### src/rtl/param_sap_cpu.sv
// ---------------------------------------------------------------------------
// param_sap_cpu : parameterised SAP-1 style accumulator CPU with on-chip RAM.
// Define PARAM_SAP_CPU_BRANCH_EN to enable JC/JZ.  Revision: 1.0
// ---------------------------------------------------------------------------
`default_nettype none

module param_sap_cpu #(
  parameter int DATA_W = 8,
  parameter int ADDR_W = 4
) (
  input  logic              clk,
  input  logic              rst,
  input  logic              run,
  input  logic              prog_we,
  input  logic [ADDR_W-1:0] prog_addr,
  input  logic [DATA_W-1:0] prog_data,
  output logic [DATA_W-1:0] out_data,
  output logic              out_valid,
  output logic              busy,
  output logic              halted,
  output logic              cf,
  output logic              zf
);

  typedef enum logic [2:0] {
    S_IDLE = 3'd0,
    S_F1   = 3'd1,
    S_F2   = 3'd2,
    S_EX1  = 3'd3,
    S_EX2  = 3'd4,
    S_HALT = 3'd5
  } state_t;

  localparam logic [3:0] OP_LDA = 4'h1;
  localparam logic [3:0] OP_ADD = 4'h2;
  localparam logic [3:0] OP_SUB = 4'h3;
  localparam logic [3:0] OP_STA = 4'h4;
  localparam logic [3:0] OP_LDI = 4'h5;
  localparam logic [3:0] OP_JMP = 4'h6;
`ifdef PARAM_SAP_CPU_BRANCH_EN
  localparam logic [3:0] OP_JC  = 4'h7;
  localparam logic [3:0] OP_JZ  = 4'h8;
`endif
  localparam logic [3:0] OP_OUT = 4'hE;
  localparam logic [3:0] OP_HLT = 4'hF;

  state_t              state_q, state_d;
  logic [ADDR_W-1:0]   pc_q, pc_d;
  logic [ADDR_W-1:0]   mar_q, mar_d;
  logic [DATA_W-1:0]   ir_q, ir_d;
  logic [DATA_W-1:0]   a_q, a_d;
  logic [DATA_W-1:0]   b_q, b_d;
  logic                cf_q, cf_d;
  logic                zf_q, zf_d;
  logic [DATA_W-1:0]   out_data_q, out_data_d;
  logic                out_valid_q, out_valid_d;
  logic [DATA_W-1:0]   ram_q [2**ADDR_W];

  logic                ram_we;
  logic [ADDR_W-1:0]   ram_waddr;
  logic [DATA_W-1:0]   ram_wdata;
  logic [DATA_W-1:0]   mem_rd;
  logic [3:0]          opcode;
  logic [ADDR_W-1:0]   operand;
  logic                is_sub;
  logic [DATA_W-1:0]   b_op;
  logic [DATA_W:0]     sum;

  assign mem_rd  = ram_q[mar_q];
  assign opcode  = ir_q[DATA_W-1 -: 4];
  assign operand = ir_q[ADDR_W-1:0];
  assign is_sub  = (opcode == OP_SUB);
  // SUB is A + ~B + 1, so the carry out reads as "no borrow".
  assign b_op    = is_sub ? ~mem_rd : mem_rd;
  assign sum     = {1'b0, a_q} + {1'b0, b_op} + {{DATA_W{1'b0}}, is_sub};

  always_comb begin
    state_d     = state_q;
    pc_d        = pc_q;
    mar_d       = mar_q;
    ir_d        = ir_q;
    a_d         = a_q;
    b_d         = b_q;
    cf_d        = cf_q;
    zf_d        = zf_q;
    out_data_d  = out_data_q;
    out_valid_d = 1'b0;
    ram_we      = 1'b0;
    ram_waddr   = mar_q;
    ram_wdata   = a_q;
    case (state_q)
      S_IDLE, S_HALT: begin
        if (prog_we) begin
          ram_we    = 1'b1;
          ram_waddr = prog_addr;
          ram_wdata = prog_data;
        end
        if (run) begin
          pc_d    = '0;
          a_d     = '0;
          b_d     = '0;
          cf_d    = 1'b0;
          zf_d    = 1'b0;
          state_d = S_F1;
        end
      end
      S_F1: begin
        mar_d   = pc_q;
        state_d = S_F2;
      end
      S_F2: begin
        ir_d    = mem_rd;
        pc_d    = pc_q + 1'b1;
        state_d = S_EX1;
      end
      S_EX1: begin
        state_d = S_F1;
        case (opcode)
          OP_LDA, OP_ADD, OP_SUB, OP_STA: begin
            mar_d   = operand;
            state_d = S_EX2;
          end
          OP_LDI: a_d = {{(DATA_W-ADDR_W){1'b0}}, operand};
          OP_JMP: pc_d = operand;
`ifdef PARAM_SAP_CPU_BRANCH_EN
          OP_JC:  if (cf_q) pc_d = operand;
          OP_JZ:  if (zf_q) pc_d = operand;
`endif
          OP_OUT: begin
            out_data_d  = a_q;
            out_valid_d = 1'b1;
          end
          OP_HLT: state_d = S_HALT;
          default: ;
        endcase
      end
      S_EX2: begin
        state_d = S_F1;
        case (opcode)
          OP_LDA: a_d = mem_rd;
          OP_ADD, OP_SUB: begin
            b_d  = mem_rd;
            a_d  = sum[DATA_W-1:0];
            cf_d = sum[DATA_W];
            zf_d = (sum[DATA_W-1:0] == '0);
          end
          OP_STA: ram_we = 1'b1;
          default: ;
        endcase
      end
      default: state_d = S_IDLE;
    endcase
  end

  always_ff @(posedge clk) begin
    if (rst) begin
      state_q     <= S_IDLE;
      pc_q        <= '0;
      mar_q       <= '0;
      ir_q        <= '0;
      a_q         <= '0;
      b_q         <= '0;
      cf_q        <= 1'b0;
      zf_q        <= 1'b0;
      out_data_q  <= '0;
      out_valid_q <= 1'b0;
    end else begin
      state_q     <= state_d;
      pc_q        <= pc_d;
      mar_q       <= mar_d;
      ir_q        <= ir_d;
      a_q         <= a_d;
      b_q         <= b_d;
      cf_q        <= cf_d;
      zf_q        <= zf_d;
      out_data_q  <= out_data_d;
      out_valid_q <= out_valid_d;
    end
  end

  // RAM is never cleared; a reset edge also suppresses any pending write.
  always_ff @(posedge clk) begin
    if (!rst && ram_we) begin
      ram_q[ram_waddr] <= ram_wdata;
    end
  end

  assign out_data  = out_data_q;
  assign out_valid = out_valid_q;
  assign busy      = (state_q != S_IDLE) && (state_q != S_HALT);
  assign halted    = (state_q == S_HALT);
  assign cf        = cf_q;
  assign zf        = zf_q;

endmodule

`default_nettype wire

### config.mk
export PLATFORM = sky130hd
export DESIGN_NAME = param_sap_cpu
export DESIGN_NICKNAME = d
export VERILOG_FILES = /design/src/rtl/param_sap_cpu.sv
export SDC_FILE = /design/constraint.sdc
export NUM_CORES = 1
export LEC_CHECK = 0
export ABC_AREA = 1
export ABC_CLOCK_PERIOD_IN_PS = 8500
export BUFFER_PORTS_ARGS = -buffer_cell sky130_fd_sc_hd__buf_2
export CAP_MARGIN = 15
export CORE_ASPECT_RATIO = 1.4
export CORE_MARGIN = 2
export CORE_UTILIZATION = 35
export CTS_CLUSTER_DIAMETER = 80
export DETAILED_ROUTE_END_ITERATION = 12
export GPL_ROUTABILITY_DRIVEN = 0
export PLACE_DENSITY = 0.61
export SKIP_CTS_REPAIR_TIMING = 1
export SLEW_MARGIN = 20
export SYNTH_ARGS = -nofsm -noshare
export SYNTH_HDL_FRONTEND = slang
export SYNTH_SLANG_ARGS = --single-unit
### constraint.sdc
create_clock -name clk -period 8.5 [get_ports clk]
set_input_delay 0.425 -clock clk [delete_from_list [all_inputs] [get_ports clk]]
set_output_delay 0.425 -clock clk [all_outputs]
set_load 0.1 [all_outputs]
; ---- Yosys cells after proc, flatten, opt, wreduce, memory -nomap -nowiden
; Memory sizes are Yosys's and may differ from the RTL's. A register that Yosys moved wholly into a read port is not among the register bits.
; Index checks and enable logic that the tools add are counted.
[classes]
add_sub_neg = 3
eq_ne = 20
mux = 30
n_bitwise = 2
reduce_logical = 19
[ops]
columns = cell, n
row1 = 2-to-1 mux 8 bit, 5
row2 = 2-to-1 mux 4 bit, 7
row3 = case mux 8 bit (3 select lines), 1
row4 = case mux 8 bit (2 select lines), 1
row5 = case mux 3 bit (5 select lines), 1
row6 = == test 4 x 3 -> 1 bit (second input constant), 3
row7 = case mux 4 bit (3 select lines), 1
row8 = adder 8 x 8 -> 9 bit, 1
row9 = adder 9 x 1 -> 9 bit, 1
row10 = nonzero test 3 bit, 3
row11 = == test 4 x 2 -> 1 bit (second input constant), 2
row12 = == test 4 bit (second input constant), 2
row13 = logical NOT 8 bit, 1
row14 = 2-to-1 mux 1 bit, 8
row15 = inequality test 2 x 1 -> 1 bit (second input constant), 4
row16 = inverter 8 bit, 1
row17 = case mux 4 bit (2 select lines), 1
row18 = == test 3 x 2 -> 1 bit (second input constant), 2
row19 = == test 3 bit (second input constant), 2
row20 = case mux 1 bit (2 select lines), 3
row21 = case mux 3 bit (2 select lines), 1
row22 = AND reduction 3 bit, 2
row23 = OR reduction 2 bit, 3
row24 = adder 4 x 1 -> 4 bit (second input constant), 1
row25 = other kinds (14), 17
[word_totals]
register_bits = 38
ramBits = 128
in_bits = 16
n_memories = 1
[mem_list]
columns = name, depth, word_bits, read_ports, rd_ports_with_merged_regs, write_ports, line_no
row1 = ram_q, 16, 8, 1, 1, 1, 57  ; logic [DATA_W-1:0] ram_q [2**ADDR_W];

; ---- Depth between registers and ports, before layout
; Gate-level depths: netlist of run 1.
[depth]
depth_word = 7
mapped_depth = 22
ltp_nobuf = 21

; ---- Worst setup path before layout of run 1
; No wires, ideal clock.
[synth_timing]
path_type = flip-flop to flip-flop
start = register with a tool-made name
end = register zf_q, in the netlist zf
setup_time_ns = 0.071
arrival_ns = 2.933
required_time_ns = 8.429
path_slack_ns = 5.496
stages_incl_launch_ff = 21
path_buffers = 2
synth_period_minus_slack_ns = 3.004
path_cell_list = dfxtp_1 > clkbuf_2 > clkbuf_1 > o21ai_0 > o221ai_1 > nand3_1 > nand2_1 > xor2_1 > inv_1 > fa_1 > o21ai_0 > nand2_1 > nand2_1 > a21oi_1 > xor2_1 > nand2_1 > nor2_1 > nand2_1 > nor2_1 > nand2_1 > a21oi_1
[synth_rtl]
columns = element, line_no
row1 = end signal: assignment, 175  ; zf_q <= zf_d;
row2 = end: declaration, 54  ; logic zf_q, zf_d;

==> results.yml, run 1 <==
logic_synthesis:
  synthesis.area_um2: 7540
  synthArstFlopShare: 0
  synth.avg_cell_area_um2: 10.4
  ys_top_cells_by_count: "edfxtp_1, nor2_1, nand2_1"
  synth_edf_count: 128
  syn_inst: 727
  syn_nets: 752
  synth-main-ff-cell: "edfxtp_1"
  synth_top_area_cell: "edfxtp_1"
  synth.distinct_cells: 43
  ys_top_cells_by_area: "edfxtp_1, dfxtp_1, o21ai_0"
  yosys_register_bits: 170
  yosysWarnings: 0
  yosysMostFrequentCell: "edfxtp_1"
  yosysSeqAreaShare: 0.621
  synth_top_area_share: 0.510
sta:
  drv_slew: 0
  worstMarginPinSlew_ns: 1.00
  fin_crit_ns: 3.94
  period_share: 0.463
  setup_tns_ns: 0
  setup_viol: 0
  maxSlewHeadroom: 0.330
  skew_ns: 0.0102
  rsz0062_at_grt: "no"
  finalHoldViolations: 0
  clock.fmax_mhz: 254
floorplanning:
  die_h_um: 178
  boundaryPins: 29
  rows: 63
  start_util: 0.356
  core-area_um2: 21200
  dieArea_um2: 22800
  die_w_um: 128
power:
  combinationalPowerShare: 0.397
  net-switching-power_w: 0.00122
  power.share.clock: 0.240
  seqPwrFrac: 0.363
  p_per_area_nw_per_um2: 356
  ir_drop_uv: 170
  p_leak_nw: 3.13
  p_sw_frac: 0.405
  p_int_w: 0.00179
clock_network:
  clkTransAtPathRegs_ns: 0.06
  cts_sinks: 170
  cts_tree: "built"
  cts_made_buffers: 17
  clk_latency_ns: 0.42
  clockBufferDepth: 2
  cts-root-buf: "clkbuf_16"
  cts_max_level: 4
global_route:
  grt_max_degree: 66
  grt_pass1_vias: 5071
  grt_pass1_wl_mm: 27.2
  track_usage: 0.160
  antenna_found_initial: 0
  gr-total-overflow: 0
run:
  drv_cap: 0
final_layout:
  fin_nets: 776
  ff_latch_area_um2: 4690
  multiInputGateArea_um2: 2460
  area_growth_pct: 12.2
  layout-drive-gt1-share: 0.119
  diodes: 0
  final_cells: 1024
  final.fill_count: 2070
drt:
  vias: 5330
  drt-pass1-iter-count: 5
  routedWlPerCell_um: 17.3
  first_iter_violations: 388
  drc_errors: 0
  antenna_left: 0
  drt-total-wl_mm: 17.7
  viasPerCell: 5.21
critical_path:
  required_ns: 8.85
  cpMaxStageDelayCell: "buf_4"
  worst-setup-path-type: "flop to flop"
  worstPathArrival_ns: 4.29
  worstPathCellList: "buf_4 > inv_4 > o21ai_0 > o22ai_1 > o211ai_1 > nand2_1 > xor2_1 > inv_1 > fa_1 > o21ai_0 > nand2_1 > nand2_1 > a21oi_1 > xor2_1 > nand2_1 > nor2_1 > nand2_1 > nor2_1 > nand2_1 > a21oi_1"
  startpoint_type: "flop"
  slowest_delay_ns: 0.50
  end_kind: "flop"
  crit_fanout: 65
  crit_top_cell: "nand2_1"
  crit_family: "compound AO/OA/AOI/OAI gates"
  path_buf_inv: 3
placement:
  port_buffers: 28
  place_inst: 992
  dp_hpwl_mm: 11.8
outcome:
  status: "completed"
hold_path:
  hp-class: "input pin to flop"
[per-layer routing]
layer,vias up,share of wire,global-route usage
met5,-,0,0
met4,0,0.023,0.0618
met3,28,0.040,0.0280
met2,149,0.53,0.295
met1,2540,0.40,0.183
li1,2613,-,-
[power groups by stage]
stage                     Sequential [W]  Clock (W)  Combinational, W
final                            0.00109   0.000723           0.00120
after detailed placement         0.00111          0           0.00119
after floorplan                  0.00109          0          0.000893
after CTS                        0.00109   0.000737           0.00119
after global placement           0.00111          0           0.00117
after global routing             0.00110   0.000770           0.00134
[cell families (layout without fill, tap and decap cells)]
family | after synthesis | in the layout | share of synthesized area
AOI/OAI and AO/OA | 182 | 182 | 0.142
xor gates and xnor gates | 13 | 13 | 0.0151
adders and majority gates | 9 | 9 | 0.0159
buffers and inverters | 97 | 134 | 0.0534
DFF | 170 | 170 | 0.621
muxes | 6 | 6 | 0.00896
and+or+nand+nor | 250 | 250 | 0.144
[layout make-up]
| type | instances | area share |
|---|---|---|
| multi-input cells | 460 | 0.291 |
| well taps | 260 | 0.0384 |
| flip-flops and latches | 170 | 0.554 |
| clock inverters | 14 | 0.0145 |
| clock buffers | 18 | 0.0507 |
| inverters | 69 | 0.0309 |
| repair buffers | 33 | 0.0210 |
[placed cells by master (no fill, tap or decap), types with 5 or more instances in the layout]
cell type,n
o21ai_0,91
nor2_1,104
buf_4,5
inv_1,63
xor2_1,12
o211ai_1,10
o221ai_1,20
clkbuf_16,17
buf_2,28
dfxtp_1,41
ha_1,8
nand2_1,94
nand3_1,31
o22ai_1,8
a31oi_1,9
mux2_2,6
edfxtp_1,128
a21oi_1,27
[through the flow]
| step | setup slack (ns) | utilization | hold slack (ns) | instance area, um^2 | total power [W] |
|---|---|---|---|---|---|
| 2_1_floorplan | 5.50 | - | 0.469 | 7540 | 0.00199 |
| 3_3_place_gp | 4.69 | 0.373 | 0.458 | 7910 | 0.00228 |
| 3_5_place_dp | 4.63 | 0.373 | 0.467 | 7910 | 0.00230 |
| 4_1_cts | 4.59 | 0.399 | 0.399 | 8460 | 0.00302 |
| 5_1_grt | 4.17 | 0.399 | 0.428 | 8460 | 0.00321 |
| 6_report | 4.56 | 0.399 | 0.406 | 8460 | 0.00301 |
[state kept, by name (all words and copies together) (netlist names), 3 cells and up, named ones only]
| name | flops |
|---|---|
| ram_q | 128 |
| a_q | 8 |
| ir_q | 8 |
| out_data | 8 |
| mar_q | 4 |
| pc_q | 4 |
| state_q | 3 |
[path summary, 6_finish.rpt]
path	startpoint	cells past startpoint	slack, ns	to
setup / recovery	flop	20	4.56	zf$_SDFFE_PP0P_
hold / removal	rst	2	0.41	out_valid$_SDFF_PP0_
setup reg to reg	flop	20	4.56	zf$_SDFFE_PP0P_
hold reg to reg	cf$_SDFFE_PP0P_	2	0.47	cf$_SDFFE_PP0P_
Note: power is estimated with default switching activity, not from simulation.
==> inputs of run 2 (changes only) <==
Settings changed: ABC_AREA 1 to 0, ABC_CLOCK_PERIOD_IN_PS 8500 to 3300, PLACE_DENSITY 0.61 to 0.63.
Clock period 8.5 ns to 3.3 ns, I/O delays scaled along.
==> results.yml, run 2 <==
logic_synthesis:
  synthesis.area_um2: 7490
  synth-main-ff-cell: "edfxtp_1"
  ys_top_cells_by_area: "edfxtp_1, mux4_2, dfxtp_1"
  yosysMostFrequentCell: "edfxtp_1"
  syn_inst: 535
  yosysWarnings: 0
  syn_nets: 560
  synthArstFlopShare: 0
  muxShareOfSynthArea: 0.151
  yosys_register_bits: 170
  synth.avg_cell_area_um2: 14.0
  synth_top_area_share: 0.513
  synth_edf_count: 128
  yosysSeqAreaShare: 0.625
  synthAdderAreaFrac: 0.0160
  yosys.area_share.simple: 0.102
  synth_top_area_cell: "edfxtp_1"
  ys_top_cells_by_count: "edfxtp_1, nand2_1, nor2_1"
  synth-xor-area-share: 0.0152
  synth-compound-area-share: 0.0697
  synth_top_family_by_area: "multiplexers"
  synth.distinct_cells: 52
drt:
  drc_errors: 0
  antenna_left: 0
  met2_wirelength_mm: 9.98
  wl_met1_mm: 6.34
  first_iter_violations: 377
  routedWlPerCell_um: 19.4
  drt-pass1-iter-count: 5
  viasPerCell: 5.25
  highest_layer: "met4"
  drt-total-wl_mm: 17.2
  vias: 4669
  dr_wl_met3_um: 381
global_route:
  track_usage: 0.158
  grt_pass1_vias: 4823
  grt_pass1_wl_mm: 26.6
  antenna_found_initial: 0
  gr-total-overflow: 0
  grt_max_degree: 42
floorplanning:
  boundaryPins: 29
  core-area_um2: 21100
  die_h_um: 177
  start_util: 0.355
  rows: 63
  die_w_um: 128
  dieArea_um2: 22600
critical_path:
  path_buf_inv: 2
  cp.depth: 12
  worstPathCellList: "buf_12 > mux4_2 > mux4_2 > xor2_2 > buf_4 > ha_1 > a21o_1 > a21oi_4 > o21bai_4 > o41ai_4 > xor2_1 > a41o_1"
  slowest_delay_ns: 0.52
  worstPathArrival_ns: 3.65
  end_kind: "flop"
  r2r_cells: 12
  worst-setup-path-type: "flop to flop"
  crit_family: "compound AO/OA/AOI/OAI gates"
  crit_fanout: 11
  startpoint_type: "flop"
  crit_top_cell: "mux4_2"
  cpMaxStageDelayCell: "mux4_2"
  required_ns: 3.62
final_layout:
  final_cells: 890
  diodes: 0
  fin_nets: 642
  final_util: 0.428
  final_area_um2: 9040
  layout_common_cells: "edfxtp_1, buf_4, nand2_1, nor2_1, dfxtp_1"
  area_growth_pct: 20.7
  layout-drive-gt1-share: 0.290
  final_common_cell: "edfxtp_1"
  largest_reg_flops: 128
  largest-register: "ram_q"
hold_path:
  holdPathStages: 4
  min_from: "run"
  hp-class: "input pin to flop"
sta:
  setup_viol: 3
  clock.fmax_mhz: 300
  skew_ns: 0.0124
  period_share: 1.01
  worst_slack_ns: -0.0336
  rsz0062_at_grt: "yes"
  drv_slew: 0
  hold_ws_ns: 0.106
  maxSlewHeadroom: 0.472
  fin_crit_ns: 3.33
  finalHoldViolations: 0
  setup_tns_ns: -0.0507
  worstMarginPinSlew_ns: 0.792
power:
  p_leak_nw: 3.19
  ir_drop_uv: 338
  p_per_area_nw_per_um2: 554
outcome:
  status: "finished with violations"
  violations: "negative setup slack"
clock_network:
  cts_max_level: 4
  cts_made_buffers: 17
  clkTransAtPathRegs_ns: 0.07
  cts-root-buf: "clkbuf_16"
  cts_sinks: 170
  clk_latency_ns: 0.42
  cts_tree: "built"
  clockBufferDepth: 2
placement:
  place_area_um2: 8320
  dp_hpwl_mm: 12.8
  port_buffers: 28
  place_inst: 850
run:
  drv_cap: 0
[run 2: changes by cell type in the layout (fill, tap and decap cells not counted), moves of 8 or more]
cell	before	now
o21ai_0	91	9
buf_4	5	58
nor2_1	104	51
inv_1	63	13
nand2_1	94	55
mux4_2	0	38
nand3_1	31	9
o221ai_1	20	0
mux2i_1	0	14
o211ai_1	10	1
nor3b_1	0	8
[run 2: final timing paths]
path | end | slack [ns]
setup / recovery | zf$_SDFFE_PP0P_ | -0.03
hold / removal | state_q[2]$_SDFFE_PP0P_ | 0.11
setup reg to reg | zf$_SDFFE_PP0P_ | -0.03
hold reg to reg | cf$_SDFFE_PP0P_ | 0.46
[run 2: logic make-up (layout without fill, tap and decap cells)]
logic type | Yosys count | after routing
fa+ha+maj | 9 | 9
buf+inv | 36 | 131
simple gates | 164 | 164
mux | 64 | 64
xor+xnor | 13 | 13
flops | 170 | 170
compound gates | 79 | 79
[run 2: cell type report]
| type | count | area (um^2) |
|---|---|---|
| fill | 1877 | 12100 |
| sequential | 170 | 4690 |
| multi-input combinational | 329 | 2730 |
| timing repair buffer | 91 | 667 |
| clock buffer | 22 | 539 |
| tap | 260 | 325 |
| clock inverter | 10 | 55.1 |
| inverter | 8 | 30.0 |
[run 2: worst reg2reg max path, stage by stage, from the launching register on]
cell and delay, ns:
dfxtp_4 0.37, buf_12 0.14, mux4_2 0.50, mux4_2 0.52, xor2_2 0.17, buf_4 0.15, ha_1 0.20, a21o_1 0.22
a21oi_4 0.18, o21bai_4 0.09, o41ai_4 0.34, xor2_1 0.12, a41o_1 0.24
[run 2: per-stage QoR]
stage / total power [W] / setup WS, ns
after CTS: 0.00502 / -0.168
after detailed placement: 0.00309 / -0.109
after floorplan: 0.00287 / -0.0697
final: 0.00501 / -0.0336
after global placement: 0.00307 / -0.0508
after global routing: 0.00520 / -0.179
[run 2: per-layer routing]
layer  vias up  global-route usage
met3        31              0.0302
met2        79               0.309
met1      2367               0.156
met5         -                   0
li1       2192                   -
met4         0              0.0792
[run 2: where the power goes]
part / internal, W / switching (W) / total (W)
clock: 0.00116 / 0.000779 / 0.00193
combinational: 0.000273 / 0.000389 / 0.000662
sequential: 0.00237 / 0.0000361 / 0.00241
==> inputs of run 3 (changes only) <==
Settings changed: ABC_AREA 0 to 1.
==> results.yml, run 3 (same netlist as run 1, synthesis figures left out) <==
clock_network:
  cts_max_level: 4
  clockBufferDepth: 2
  cts_tree: "built"
  clkTransAtPathRegs_ns: 0.07
  clk_latency_ns: 0.43
  cts_sinks: 170
  cts_made_buffers: 17
  cts-root-buf: "clkbuf_16"
placement:
  port_buffers: 28
  place_area_um2: 8140
  place_inst: 1019
  dp_hpwl_mm: 12.9
  place_ws_ns: 0.174
final_layout:
  layout-drive-gt1-share: 0.164
  fin_nets: 806
  final_common_cell: "edfxtp_1"
  final.fill_count: 1981
  ff_latch_area_um2: 4690
  final_cells: 1054
  layout_common_cells: "edfxtp_1, nor2_1, nand2_1, o21ai_0, inv_1"
  largest-register: "ram_q"
  final_util: 0.416
  final_area_um2: 8810
  diodes: 0
  area_growth_pct: 16.8
  largest_reg_flops: 128
  multiInputGateArea_um2: 2480
drt:
  drc_errors: 0
  dr_wl_met3_um: 763
  met2_wirelength_mm: 9.70
  routedWlPerCell_um: 17.4
  antenna_left: 0
  vias: 5534
  wl_met1_mm: 7.47
  viasPerCell: 5.25
  drt-total-wl_mm: 18.4
  first_iter_violations: 492
  highest_layer: "met4"
  drt-pass1-iter-count: 5
outcome:
  status: "completed"
global_route:
  antenna_found_initial: 0
  gr-total-overflow: 0
  grt_max_degree: 46
  grt_pass1_vias: 5260
  track_usage: 0.166
  grt_pass1_wl_mm: 28.5
floorplanning:
  die_w_um: 128
  die_h_um: 178
  start_util: 0.356
  boundaryPins: 29
  core-area_um2: 21200
  dieArea_um2: 22800
  rows: 63
power:
  power.total_w: 0.00813
  ir_drop_uv: 484
  p_leak_nw: 3.35
  p_per_area_nw_per_um2: 923
critical_path:
  crit_top_cell: "nand2_1"
  cpMaxStageDelayCell: "dfxtp_4"
  worst-setup-path-type: "flop to flop"
  end_kind: "flop"
  worstPathCellList: "buf_12 > o21ai_0 > o22ai_1 > o211ai_1 > nand2_1 > xor2_1 > ha_1 > a21oi_2 > o21ai_2 > nand2_1 > nand2_1 > a21oi_2 > xor2_1 > nand2_1 > nor2_1 > nand2_1 > nor2_1 > nand2_1 > a21oi_1"
  r2r_setup_slack_ns: 0.35
  worstPathArrival_ns: 3.32
  startpoint_type: "flop"
  required_ns: 3.66
  crit_fanout: 23
  slowest_delay_ns: 0.39
sta:
  fin_crit_ns: 2.95
  worst_slack_ns: 0.349
  maxSlewHeadroom: 0.461
  drv_slew: 0
  clock.fmax_mhz: 339
  finalHoldViolations: 0
  skew_ns: 0.00826
  worstMarginPinSlew_ns: 0.808
  period_share: 0.894
  setup_viol: 0
run:
  drv_cap: 0
hold_path:
  hp-class: "input pin to flop"
run 3: changes by cell type in the layout (fill, tap and decap cells not counted), moves of 22 or more:
cell,delta
inv_1,+50
o21ai_0,+81
nand2_1,+38
mux4_2,-38
buf_4,-31
nor2_1,+53
nand3_1,+22
run 3: layout make-up:
type / instances / area share
Sequential cell: 170 / 0.532
Multi-Input combinational cell: 460 / 0.282
Clock buffer: 17 / 0.0483
Inverter: 69 / 0.0305
Clock inverter: 15 / 0.0165
Timing Repair Buffer: 63 / 0.0542
Tap cell: 260 / 0.0369
run 3: path summary, 6_finish.rpt:
kind	from	endpoint	depth (start not counted)
worst min-delay path	rst	out_valid$_SDFF_PP0_	2
worst max register to register	flop	zf$_SDFFE_PP0P_	19
worst min register to register	out_data[6]$_SDFFE_PP0P_	out_data[6]$_SDFFE_PP0P_	2
worst max-delay path	flop	zf$_SDFFE_PP0P_	19
run 3: routing by layer:
layer  vias to the layer above  global-route usage
li1                       2670                   -
met1                      2645               0.195
met2                       183               0.295
met3                        36              0.0308
met4                         0              0.0682
met5                         -                   0
run 3: through the flow:
stage,setup TNS (ns),hold slack [ns]
floorplan,0,0.469
global placement,0,0.453
detailed placement,0,0.461
CTS,0,0.122
global route,-0.00424,0.140
finish,0,0.138
run 3: worst max-delay path: cells and delay by family, from the launching register on:
kind / cells / cell delay, ns
xor+xnor: 2 / 0.35
simple gates: 8 / 0.63
buf+inv: 1 / 0.17
compound gates: 7 / 1.04
flops: 1 / 0.39
fa+ha+maj: 1 / 0.34
run 3: where the power goes:
part / total [W] / internal [W] / switching (W)
registers: 0.00283 / 0.00269 / 0.000144
clock network: 0.00192 / 0.00101 / 0.000911
logic: 0.00338 / 0.00110 / 0.00228
total: 0.00813 / 0.00480 / 0.00334
